### config.mk
export PLATFORM = sky130hd
export DESIGN_NAME = tone_sequencer
export DESIGN_NICKNAME = d
export VERILOG_FILES = /design/src/rtl/tone_seq_pkg.sv /design/src/rtl/tone_table.sv /design/src/rtl/tone_sequencer.sv
export SDC_FILE = /design/constraint.sdc
export NUM_CORES = 1
export LEC_CHECK = 0
export CAP_MARGIN = 20
export CORE_AREA = 2 2 164 166
export DETAILED_ROUTE_END_ITERATION = 16
export DIE_AREA = 0 0 166 168
export DONT_BUFFER_PORTS = 1
export HOLD_SLACK_MARGIN = 0.03
export PLACE_DENSITY = 0.83
export SLEW_MARGIN = 15
export SYNTH_ARGS = -nofsm -noshare
export SYNTH_HDL_FRONTEND = slang
export SYNTH_HIERARCHICAL = 1
export SYNTH_SLANG_ARGS = --single-unit
export TNS_END_PERCENT = 20
### constraint.sdc
create_clock -name clk_i -period 6.4 [get_ports clk_i]
set_input_delay 0.96 -clock clk_i [delete_from_list [all_inputs] [get_ports clk_i]]
set_output_delay 0.96 -clock clk_i [all_outputs]
set_load 0.01 [all_outputs]
### src/rtl/tone_seq_pkg.sv
// Shared types and constants for the tone sequencer: FSM state encoding and
// the divide-factor values used at reset and for rest entries.
package tone_seq_pkg;

  typedef enum logic [1:0] {
    IDLE  = 2'd0,
    FETCH = 2'd1,
    LOAD  = 2'd2,
    PLAY  = 2'd3
  } state_t;

  // Smallest factor the downstream divider accepts.
  localparam int unsigned DIV_RESET = 2;
  localparam int unsigned DIV_REST  = 0;

endpackage

### src/rtl/tone_table.sv
// Note table: DEPTH x {div, dur} storage, synchronous read with one cycle of
// latency; a same-address write returns the old word (read-before-write).
module tone_table #(
  parameter int DIV_W  = 8,
  parameter int DUR_W  = 16,
  parameter int ADDR_W = 4
) (
  input  logic              clk_i,
  input  logic              wr_en_i,
  input  logic [ADDR_W-1:0] wr_addr_i,
  input  logic [DIV_W-1:0]  wr_div_i,
  input  logic [DUR_W-1:0]  wr_dur_i,
  input  logic [ADDR_W-1:0] rd_addr_i,
  output logic [DIV_W-1:0]  rd_div_o,
  output logic [DUR_W-1:0]  rd_dur_o
);

  localparam int DEPTH = 2 ** ADDR_W;

  logic [DIV_W+DUR_W-1:0] mem [DEPTH];

  always_ff @(posedge clk_i) begin
    if (wr_en_i) mem[wr_addr_i] <= {wr_div_i, wr_dur_i};
    {rd_div_o, rd_dur_o} <= mem[rd_addr_i];
  end

endmodule

### src/rtl/tone_sequencer.sv
// Note sequencer feeding a clock divider: walks the table, holding each
// entry's divide factor and tone enable for its duration in tick_i strobes.
module tone_sequencer
  import tone_seq_pkg::*;
#(
  parameter int DIV_FACTOR_WIDTH = 8,
  parameter int DUR_WIDTH        = 16,
  parameter int ADDR_WIDTH       = 4
) (
  input  logic                        clk_i,
  input  logic                        rst_i,
  input  logic                        tick_i,
  input  logic                        wr_en_i,
  input  logic [ADDR_WIDTH-1:0]       wr_addr_i,
  input  logic [DIV_FACTOR_WIDTH-1:0] wr_div_i,
  input  logic [DUR_WIDTH-1:0]        wr_dur_i,
  input  logic                        start_i,
  input  logic                        stop_i,
  input  logic                        loop_i,
  input  logic [ADDR_WIDTH:0]         len_i,
  output logic [DIV_FACTOR_WIDTH-1:0] div_factor_o,
  output logic                        tone_en_o,
  output logic                        busy_o,
  output logic                        done_o,
  output logic [ADDR_WIDTH-1:0]       idx_o,
  output state_t                      state_o
);

  localparam logic [ADDR_WIDTH:0]         DEPTH_LEN   = {1'b1, {ADDR_WIDTH{1'b0}}};
  localparam logic [ADDR_WIDTH:0]         LEN_ONE     = (ADDR_WIDTH+1)'(1);
  localparam logic [DUR_WIDTH-1:0]        DUR_ONE     = DUR_WIDTH'(1);
  localparam logic [DIV_FACTOR_WIDTH-1:0] DIV_RESET_V = DIV_FACTOR_WIDTH'(DIV_RESET);
  localparam logic [DIV_FACTOR_WIDTH-1:0] DIV_REST_V  = DIV_FACTOR_WIDTH'(DIV_REST);

  state_t                      state;
  logic                        loop_q;
  logic [ADDR_WIDTH:0]         len_q;
  logic [ADDR_WIDTH-1:0]       idx;
  logic [DUR_WIDTH-1:0]        dur_cnt;
  logic [DIV_FACTOR_WIDTH-1:0] rd_div;
  logic [DUR_WIDTH-1:0]        rd_dur;
  logic                        last_entry;

  assign last_entry = ({1'b0, idx} == (len_q - LEN_ONE));
  assign idx_o      = idx;
  assign state_o    = state;

  tone_table #(
    .DIV_W (DIV_FACTOR_WIDTH),
    .DUR_W (DUR_WIDTH),
    .ADDR_W(ADDR_WIDTH)
  ) u_table (
    .clk_i    (clk_i),
    .wr_en_i  (wr_en_i),
    .wr_addr_i(wr_addr_i),
    .wr_div_i (wr_div_i),
    .wr_dur_i (wr_dur_i),
    .rd_addr_i(idx),
    .rd_div_o (rd_div),
    .rd_dur_o (rd_dur)
  );

  // start_i/stop_i are single-cycle strobes sampled every edge with no ready
  // returned; busy_o tells the caller a start would be ignored, stop always wins.
  always_ff @(posedge clk_i) begin
    if (rst_i) begin
      state        <= IDLE;
      div_factor_o <= DIV_RESET_V;
      tone_en_o    <= 1'b0;
      busy_o       <= 1'b0;
      done_o       <= 1'b0;
      idx          <= '0;
      loop_q       <= 1'b0;
      len_q        <= '0;
      dur_cnt      <= '0;
    end else begin
      done_o <= 1'b0;
      if (stop_i) begin
        state     <= IDLE;
        tone_en_o <= 1'b0;
        busy_o    <= 1'b0;
      end else begin
        case (state)
          IDLE: begin
            if (start_i && (len_i != '0)) begin
              loop_q <= loop_i;
              len_q  <= (len_i > DEPTH_LEN) ? DEPTH_LEN : len_i;
              idx    <= '0;
              busy_o <= 1'b1;
              state  <= FETCH;
            end
          end
          FETCH: state <= LOAD;
          LOAD: begin
            // Rest entries keep the previous factor so the divider never glitches.
            if (rd_div != DIV_REST_V) begin
              div_factor_o <= rd_div;
              tone_en_o    <= 1'b1;
            end else begin
              tone_en_o <= 1'b0;
            end
            dur_cnt <= (rd_dur == '0) ? DUR_ONE : rd_dur;
            state   <= PLAY;
          end
          PLAY: begin
            if (tick_i) begin
              if (dur_cnt == DUR_ONE) begin
                if (!last_entry) begin
                  idx   <= idx + 1'b1;
                  state <= FETCH;
                end else if (loop_q) begin
                  idx   <= '0;
                  state <= FETCH;
                end else begin
                  state     <= IDLE;
                  tone_en_o <= 1'b0;
                  busy_o    <= 1'b0;
                  done_o    <= 1'b1;
                end
              end else begin
                dur_cnt <= dur_cnt - DUR_ONE;
              end
            end
          end
          default: state <= IDLE;
        endcase
      end
    end
  end

endmodule
==> qor.yml, run 1 <==
run_status:
  status: "finished clean"
synthesis:
  netlist_area_sq_mm: 0.0175
  post_synth_most_frequent_cells: "384 x edfxtp_1, 96 x mux4_2, 63 x dfxtp_1"
  mappedNetlistNets: 983
  synth-async-reset-ratio_pct: 0
  postSynthRegisterBits: 447
  synthMostInstantiatedCell: "edfxtp_1"
  synth_cell_type_count: 62
  synth_edf_count: 384
  syn_inst: 936
  yosys_most_used_dff: "edfxtp_1"
  synth_top_cells_by_area: "edfxtp_1 66%, mux4_2 12%, dfxtp_1 7.2%"
  netlist.area_leader.share_pct: 65.9
  postSynthAreaPerCell_sq_um: 18.7
  warnings_from_yosys: 6
  ys_seq_area_share_pct: 73.2
  yosysTopAreaCell: "edfxtp_1"
sta:
  achievable-frequency_ghz: 0.367
  timing_hold_violations_final: 0
  timing.slew.headroom_pct: 22.3
  finalClockSkew_ns: 0.0278
  timing_worst_slew_pin_value_ns: 1.16
  min_period_over_period_pct: 42.6
  fin_tns_setup_ns: 0
  setup_viol: 0
  post-route-min-period_ns: 2.73
  hold-worst-slack_ns: 0.482
  timing_max_transition_violations_final: 0
  grt_setup_unrepaired: "false"
critical_path:
  worst_setup_path_startpoint: "idx_o[0]$_SDFFE_PP0P_"
  reg2reg_depth: 4
  cpPeakStageDelay_ns: 0.89
  worstReg2RegEnd: "u_table/rd_div_o[5]$_DFF_P_"
  regToRegSetupSlack_ns: 3.67
  worst_ep_required_time_ns: 6.81
  arrival_ns: 3.14
  r2r-start: "idx_o[0]$_SDFFE_PP0P_"
  timing.critical_path.buf_inv: 1
  critical_path.cell_chain: "buf_4 -> mux4_2 -> a22oi_1 -> nand2_1"
  endpoint: "u_table/rd_div_o[5]$_DFF_P_"
  path_delay_family: "flip-flops"
  worst-path-stages: 4
  crit_slowest_cell: "dfxtp_4"
  criticalPathCategory: "flip-flop to flip-flop"
  crit_path_max_fanout: 42
  kind_of_start_point_of_the_critical_path: "flip-flop"
  cp-end-kind: "flip-flop"
clocking:
  cts.path.max_buffers: 3
  clk_transition_reported_paths_ns: 0.06
  cts_inserted_buffers: 43
  cts-hold-fix-buffers: 0
  cts-resized-gates: 0
  tritoncts: "done"
  worstSkewPairLatency_ns: 0.55
  clock_sinks: 447
  setup_fix_bufs_post_cts: 0
  cts_max_level: 2
  clk_root_buf: "clkbuf_16"
final_layout:
  layout.cells.non_filler: 1315
  finish.net_count: 990
  areaGrowthSynthToFinish_pct: 9.77
  drive_gt1_share_pct: 22.0
  num-fill-cells: 1455
  multiInputGateArea_sq_mm: 0.00450
  layout.area.seq_sq_mm: 0.0128
  design_area_sq_mm: 0.0192
  n_antenna_cell: 0
global_route:
  grt_pass1_vias: 9199
  grt.overflow.total: 0
  grt_antenna_before_repair: 0
  grt.total_usage_pct: 27.3
  grt_first_pass_wirelength_um: 56500
  grt_start_max_net_pins: 56
drt:
  totalWireLength_um: 37600
  postRouteAntennaNets: 0
  starting_drt_drc_count: 1120
  routed_wire_length_per_instance_um: 28.6
  route.vias.total: 9110
  detail_route.vias_per_cell: 6.93
  firstDrtPassIters: 6
  drc_errors: 0
pwr:
  p_per_area_mw_per_mm2: 299
  total_power_consumption_w: 0.00574
  worst_ir_drop_vdd_mv: 0.292
  total_leakage_power_nw: 5.87
floorplanning:
  die_area_sq_mm: 0.0279
  initial_core_utilization_pct: 66.4
  core.rowCount: 60
  die_w_um: 166
  io_pins: 57
  fp.coreArea_sq_mm: 0.0264
  die-height_um: 168
placed_design:
  placement.cell_area_sq_mm: 0.0179
  dp_hpwl_um: 18800
  port_buffers: 0
  gp_routability_congestion: 0.781
  dp.cells: 1238
hold_path:
  worst_hold_path_stage_count: 1
  timing.hold.worst.class: "input port to flip-flop"
flow_run:
  cap_violations: 0
[cells by family after synthesis]
family	after synthesis	synth area share, %
buf+inv	61	1.79
xor+xnor	5	0.250
simple gates	172	5.55
compound gates	136	5.71
fa+ha+maj	7	0.501
flops	447	73.2
mux	108	13.1
[power breakdown]
group          internal (W)  switching (W)   total, W
Combinational     0.0000348      0.0000557  0.0000905
Clock               0.00136        0.00105    0.00241
Sequential          0.00322      0.0000213    0.00324
[cells in the final DEF (no fill, tap or decap), types with 4 or more instances in the layout]
cell       instances
buf_4             12
mux2i_1           12
a22oi_1           49
nor4_1             6
dfxtp_1           61
nor2_4            12
nand2_1           37
mux4_2            96
nor3_1            14
clkbuf_1          15
a21o_1             7
edfxtp_1         384
xnor2_1            4
clkbuf_16         44
clkbuf_8           4
nor3_2             4
o32ai_1            5
o21ai_1            5
inv_1             10
a21oi_1           31
nand3b_1          11
ha_1               7
nand3_1            8
nor2_1            25
o21ai_0           10
a21oi_2            4
clkinv_2           4
nand2b_1          13
[worst min path at each step]
stage,startpoint,end,slack (ns)
final,rst_i,idx_o[1]$_SDFFE_PP0P_,0.48
after global routing,rst_i,idx_o[1]$_SDFFE_PP0P_,0.47
after CTS,rst_i,idx_o[1]$_SDFFE_PP0P_,0.47
after detailed placement,u_table/rd_div_o[2]$_DFF_P_,div_factor_o[2]$_SDFFE_PP0P_,0.50
after global placement,u_table/rd_div_o[7]$_DFF_P_,div_factor_o[7]$_SDFFE_PP0P_,0.47
after floorplan,u_table/rd_div_o[6]$_DFF_P_,div_factor_o[6]$_SDFFE_PP0P_,0.43
[layer usage]
| metal | vias to the layer above | share of wire, % | GRT usage (%) |
|---|---|---|---|
| met5 | - | 0 | 0 |
| met3 | 75 | 9.6 | 4.91 |
| met2 | 496 | 48 | 42.5 |
| met4 | 0 | 2.5 | 9.60 |
| li1 | 3820 | - | - |
| met1 | 4719 | 40 | 40.2 |
[worst register-to-register path: cells and delay by family, from the launching register on]
family | cells | cell delay (ns)
AOI/OAI and AO/OA | 1 | 0.24
and+or+nand+nor | 1 | 0.10
muxes | 1 | 0.62
DFF | 1 | 0.89
buffers and inverters | 1 | 0.75
[state kept, by name (all words and copies together) (netlist names)]
signal	cells
u_table/mem	384
dur_cnt	16
u_table/rd_dur_o	16
div_factor_o	8
u_table/rd_div_o	8
len_q	5
idx_o	4
state_o	2
busy_o	1
done_o	1
loop_q	1
tone_en_o	1
[per-stage QoR]
stage	util, %	setup slack [ns]
floorplan	-	2.82
global placement	67.8	3.68
detailed placement	67.8	3.62
CTS	72.8	3.59
global route	72.8	3.43
finish	72.8	3.67
[area by class of cell]
cell class / instances / share of cell area (%)
flip-flops and latches: 447 / 66.7
clock inverters: 13 / 0.574
inverters: 10 / 0.196
repair buffers: 13 / 0.574
well taps: 341 / 2.22
multi-input cells: 428 / 23.4
clock buffers: 63 / 6.32
No activity file was read; power rests on OpenSTA's default activity.
==> run 2: changes to the inputs <==
Settings changed: CORE_AREA 2 2 164 166 to 2 2 170 172, DIE_AREA 0 0 166 168 to 0 0 172 174, PLACE_DENSITY 0.83 to 0.78.
Clock period 6.4 ns to 2.8 ns, I/O delays scaled along.
==> qor.yml, run 2 (same netlist as run 1, synthesis figures left out) <==
run_status:
  status: "finished clean"
drt:
  route.vias.total: 9336  # +2.5%
  firstDrtPassIters: 5  # -1
  drc_errors: 0  # unchanged
  totalWireLength_um: 37700  # +0.35%
  wl_met3_um: 3630  # +0.11%
  postRouteAntennaNets: 0  # unchanged
  m1WireLength_um: 15200  # +1.6%
  starting_drt_drc_count: 1067  # -4.7%
  route.met2.wl_um: 18000  # -0.14%
  detail_route.vias_per_cell: 6.61  # -4.6%
  routed_wire_length_per_instance_um: 26.7  # -6.5%
  routed.top_layer: "met4"
global_route:
  grt.overflow.total: 0  # unchanged
  grt_start_max_net_pins: 101  # +80%
  grt.total_usage_pct: 26.3  # -0.99 points
  grt_first_pass_wirelength_um: 57900  # +2.5%
  grt_antenna_before_repair: 1  # +1
  grt_pass1_vias: 9543  # +3.7%
critical_path:
  criticalPathCategory: "flip-flop to flip-flop"
  r2r-start: "dur_cnt[0]$_SDFFE_PP0P_"
  worst_ep_required_time_ns: 3.26  # -3.55 ns
  arrival_ns: 2.70  # -0.44 ns
  worstReg2RegEnd: "dur_cnt[11]$_SDFFE_PP0P_"
  regToRegSetupSlack_ns: 0.56  # -3.11 ns
  kind_of_start_point_of_the_critical_path: "flip-flop"
  reg2reg_depth: 7  # +3
  cp-end-kind: "flip-flop"
  crit_path_max_fanout: 18  # -57%
clocking:
  clk_root_buf: "clkbuf_16"
  cts.path.max_buffers: 3  # unchanged
  clk_transition_reported_paths_ns: 0.06  # about the same
  cts-resized-gates: 0  # unchanged
  tritoncts: "done"
  setup_fix_bufs_post_cts: 0  # unchanged
  clock_sinks: 447  # unchanged
  worstSkewPairLatency_ns: 0.54  # about the same
  cts_max_level: 2  # unchanged
  cts_inserted_buffers: 45  # +4.7%
  cts-hold-fix-buffers: 27  # +27
flow_run:
  cap_violations: 0  # unchanged
floorplanning:
  fp.coreArea_sq_mm: 0.0282  # +7.2%
  die_area_sq_mm: 0.0299  # +7.3%
  initial_core_utilization_pct: 61.9  # -4.4 points
  die_w_um: 172  # +3.6%
  io_pins: 57  # unchanged
  core.rowCount: 62  # +3.3%
  die-height_um: 174  # +3.6%
final_layout:
  areaGrowthSynthToFinish_pct: 14.1
  largest_register_ffs: 384  # unchanged
  final_common_cell: "edfxtp_1"
  finish.net_count: 1038  # +4.8%
  drive_gt1_share_pct: 23.6  # +1.6 points
  layout.cells.non_filler: 1412  # +7.4%
  layout.cells.most_common_list: "384 x edfxtp_1, 96 x mux4_2, 61 x dfxtp_1, 49 x a22oi_1, 46 x clkbuf_16"
  largest-register: "u_table/mem"
  design_area_sq_mm: 0.0199  # +3.9%
hold_path:
  holdCritStartpoint: "len_i[2]"
  timing.hold.worst.class: "input port to flip-flop"
  worst_hold_path_stage_count: 2  # +1
  worstHoldEndpoint: "len_q[2]$_SDFFE_PP0P_"
pwr:
  p_per_area_mw_per_mm2: 692  # +130%
  worst_ir_drop_vdd_mv: 0.526  # +80%
  total_leakage_power_nw: 6.21  # +5.8%
placed_design:
  pre_cts_slack_ns: 0.569  # -3.05 ns
  port_buffers: 0  # unchanged
  dp_hpwl_um: 19700  # +4.7%
  placement.cell_area_sq_mm: 0.0182  # +1.7%
  dp.cells: 1301  # +5.1%
  gp_routability_congestion: 0.813  # +4.2%
sta:
  setup_viol: 0  # unchanged
  timing_hold_violations_final: 0  # unchanged
  achievable-frequency_ghz: 0.447  # +22%
  timing_worst_slew_pin_value_ns: 0.638  # -0.524 ns
  post-route-min-period_ns: 2.24  # -0.489 ns
  timing.slew.headroom_pct: 57.5  # +35 points
  grt_setup_unrepaired: "false"
  min_period_over_period_pct: 79.9  # +37 points
  timing_max_transition_violations_final: 0  # unchanged
  fin_ws_ns: 0.564  # -3.11 ns
  finalClockSkew_ns: 0.0228  # -0.00502 ns
  fin_tns_setup_ns: 0  # unchanged
run 2: final cells by class:
class                           count  area (sq um)
Timing Repair Buffer               59           608
Tap cell                          384           480
Inverter                           10          37.5
Clock inverter                     24           274
Clock buffer                       59          1240
Multi-Input combinational cell    428          4510
Antenna cell                        1          2.50
Sequential cell                   447         12800
Fill cell                        1694          8290
run 2: through the flow:
stage                     hold slack, ns  util [%]  power (W)
after floorplan                    0.432         -    0.00768
after global placement             0.447      64.3    0.00774
after detailed placement           0.450      64.3    0.00775
after CTS                         0.0307      70.6     0.0139
after global routing              0.0409      70.6     0.0142
final                             0.0500      70.6     0.0138
run 2: worst max path at each step:
| stage | endpoint | depth (start not counted) | slack [ns] | start |
|---|---|---|---|---|
| floorplan | u_table/mem[8][0]$_DFFE_PP_ | 2 | 0.06 | wr_addr_i[2] |
| global placement | dur_cnt[15]$_SDFFE_PP0P_ | 7 | 0.65 | dur_cnt[0]$_SDFFE_PP0P_ |
| detailed placement | dur_cnt[11]$_SDFFE_PP0P_ | 7 | 0.57 | dur_cnt[0]$_SDFFE_PP0P_ |
| CTS | dur_cnt[11]$_SDFFE_PP0P_ | 7 | 0.55 | dur_cnt[0]$_SDFFE_PP0P_ |
| global route | dur_cnt[11]$_SDFFE_PP0P_ | 7 | 0.31 | dur_cnt[0]$_SDFFE_PP0P_ |
| finish | dur_cnt[11]$_SDFFE_PP0P_ | 7 | 0.56 | dur_cnt[0]$_SDFFE_PP0P_ |
run 2: worst max-delay path, stage by stage, from the launching register on:
cell and delay, ns:
dfxtp_1 0.43, ha_1 0.20, nor4b_2 0.27, nand4_2 0.19, a41oi_4 0.50, buf_4 0.33, o21ai_1 0.13, a21oi_2 0.13
run 2: power breakdown:
group	leakage, nW	switching (W)	internal [W]
registers	3.99	0.0000470	0.00736
clock network	0.742	0.00240	0.00367
logic	1.48	0.000211	0.000113
total	6.21	0.00266	0.0111
run 2: layer usage:
layer,vias to the layer above,GRT usage [%]
li1,3945,-
met1,4800,39.6
met2,516,40.6
met3,75,5.21
met4,0,6.58
met5,-,0
==> run 3: changes to the inputs <==
Clock period 2.8 ns to 2.2 ns, I/O delays scaled along.
==> qor.yml, run 3 (same netlist as run 1, synthesis figures left out) <==
final_layout:
  largest-register: "u_table/mem"
  num-fill-cells: 1647  # -2.8%
  largest_register_ffs: 384  # unchanged
  finish.net_count: 1058  # +1.9%
  areaGrowthSynthToFinish_pct: 15.8
  layout.cells.most_common_list: "384 x edfxtp_1, 96 x mux4_2, 61 x dfxtp_1, 49 x a22oi_1, 46 x clkbuf_16"
  final_common_cell: "edfxtp_1"
  layout.cells.non_filler: 1431  # +1.3%
  drive_gt1_share_pct: 24.4  # +0.79 points
  layout.area.seq_sq_mm: 0.0128  # unchanged
  multiInputGateArea_sq_mm: 0.00451  # +0.14%
  n_antenna_cell: 0  # -1
sta:
  fin_tns_setup_ns: 0  # unchanged
  timing_worst_slew_pin_value_ns: 0.556  # -0.0823 ns
  timing_hold_violations_final: 0  # unchanged
  finalClockSkew_ns: 0.0163  # -0.00648 ns
  achievable-frequency_ghz: 0.473  # +5.7%
  setup_viol: 0  # unchanged
  post-route-min-period_ns: 2.12  # -0.120 ns
  min_period_over_period_pct: 96.2  # +16 points
  timing_max_transition_violations_final: 0  # unchanged
  grt_setup_unrepaired: "false"
  fin_ws_ns: 0.0837  # -0.480 ns
  timing.slew.headroom_pct: 62.8  # +5.4 points
drt:
  route.met2.wl_um: 19300  # +7.2%
  wl_met3_um: 3760  # +3.7%
  starting_drt_drc_count: 1132  # +6.1%
  route.vias.total: 9287  # -0.52%
  detail_route.vias_per_cell: 6.49  # -1.8%
  totalWireLength_um: 39200  # +4.1%
  drc_errors: 0  # unchanged
  postRouteAntennaNets: 0  # unchanged
  routed.top_layer: "met4"
  routed_wire_length_per_instance_um: 27.4  # +2.7%
  firstDrtPassIters: 5  # unchanged
  m1WireLength_um: 15100  # -0.41%
pwr:
  p_per_area_mw_per_mm2: 852  # +23%
  total_leakage_power_nw: 6.33  # +1.9%
  worst_ir_drop_vdd_mv: 0.612  # +16%
  total_power_consumption_w: 0.0173  # +25%
flow_run:
  cap_violations: 0  # unchanged
global_route:
  grt_first_pass_wirelength_um: 58500  # +1.0%
  grt_start_max_net_pins: 45  # -55%
  grt.overflow.total: 0  # unchanged
  grt.total_usage_pct: 27.0  # +0.67 points
  grt_antenna_before_repair: 0  # -1
  grt_pass1_vias: 9511  # -0.34%
clocking:
  cts.path.max_buffers: 3  # unchanged
  tritoncts: "done"
  worstSkewPairLatency_ns: 0.54  # about the same
  setup_fix_bufs_post_cts: 0  # unchanged
  clk_transition_reported_paths_ns: 0.06  # about the same
  clk_root_buf: "clkbuf_16"
  cts_inserted_buffers: 44  # -2.2%
  cts_max_level: 2  # unchanged
  clock_sinks: 447  # unchanged
  cts-resized-gates: 0  # unchanged
critical_path:
  criticalPathCategory: "flip-flop to flip-flop"
  crit_path_max_fanout: 4  # -14
  reg2reg_depth: 7  # unchanged
  worstReg2RegEnd: "idx_o[0]$_SDFFE_PP0P_"
  cp-end-kind: "flip-flop"
  r2r-start: "len_q[0]$_SDFFE_PP0P_"
  worst_ep_required_time_ns: 2.63  # -0.63 ns
  arrival_ns: 2.55  # -0.15 ns
  kind_of_start_point_of_the_critical_path: "flip-flop"
  regToRegSetupSlack_ns: 0.08  # -0.48 ns
hold_path:
  holdCritStartpoint: "stop_i"
  timing.hold.worst.class: "input port to flip-flop"
  worstHoldEndpoint: "idx_o[1]$_SDFFE_PP0P_"
  worst_hold_path_stage_count: 3  # +1
floorplanning:
  die_w_um: 172  # unchanged
  io_pins: 57  # unchanged
  die-height_um: 174  # unchanged
  core.rowCount: 62  # unchanged
  die_area_sq_mm: 0.0299  # unchanged
  initial_core_utilization_pct: 61.9  # unchanged
  fp.coreArea_sq_mm: 0.0282  # unchanged
run_status:
  status: "finished clean"
placed_design:
  pre_cts_slack_ns: 0.122  # -0.447 ns
  dp.cells: 1315  # +1.1%
  dp_hpwl_um: 20400  # +3.4%
  gp_routability_congestion: 0.818  # +0.58%
  port_buffers: 0  # unchanged
-- run 3: cell types whose count changed in the layout (fill, tap and decap cells not counted), sizes merged --
| cell | delta |
|---|---|
| clkinvlp | +1 |
| clkbuf | -3 |
| diode | -1 |
| inv | +1 |
| dlygate4sd3 | +7 |
| buf | +14 |
| clkinv | +3 |
| bufinv | -3 |
-- run 3: report_power, final --
group          total (W)  leakage, nW  switching (W)  internal, W
registers        0.00942         3.99      0.0000602      0.00936
clock network    0.00740        0.707        0.00309      0.00431
logic           0.000447         1.63       0.000283     0.000164
-- run 3: what timing repair did --
item / 4_1_cts / 5_1_grt
hold buffers: 34 / 0
endpoints found under the setup margin: 0 / 2
endpoints found under the hold margin: 423 / 0
-- run 3: area by class of cell --
class	instances	share of cell area, %
inverters	10	0.185
repair buffers	80	4.86
clock inverters	26	1.06
flip-flops and latches	447	63.2
clock buffers	56	6.07
multi-input cells	428	22.3
well taps	384	2.37
-- run 3: how the worst max path moves through the flow --
stage	from	endpoint	slack (ns)
after floorplan	wr_addr_i[3]	u_table/mem[4][0]$_DFFE_PP_	-0.45
after global placement	len_q[0]$_SDFFE_PP0P_	idx_o[0]$_SDFFE_PP0P_	0.22
after detailed placement	len_q[0]$_SDFFE_PP0P_	idx_o[0]$_SDFFE_PP0P_	0.12
after CTS	len_q[0]$_SDFFE_PP0P_	idx_o[0]$_SDFFE_PP0P_	0.05
after global routing	len_q[0]$_SDFFE_PP0P_	idx_o[0]$_SDFFE_PP0P_	0.001
final	len_q[0]$_SDFFE_PP0P_	idx_o[0]$_SDFFE_PP0P_	0.08
-- run 3: routing by layer --
layer,global-route usage [%],up-vias
li1,-,3984
met1,38.8,4716
met3,5.17,93
met4,8.44,0
met2,42.9,494
met5,0,-
-- run 3: metrics by stage --
step	hold WS [ns]	area, sq um	util (%)
finish	0.0527	20300	71.7
floorplan	0.429	17500	-
CTS	0.0332	20300	71.7
global route	0.0841	20300	71.7
global placement	0.400	18500	65.4
detailed placement	0.400	18500	65.4
-- run 3: worst max-delay path: stages (launching register included) --
cell       delay (ns)
dfxtp_1          0.38
inv_1            0.06
ha_1             0.24
xor2_1           0.15
o32a_1           0.35
a2111oi_4        0.40
nor2_1           0.13
a211oi_1         0.30
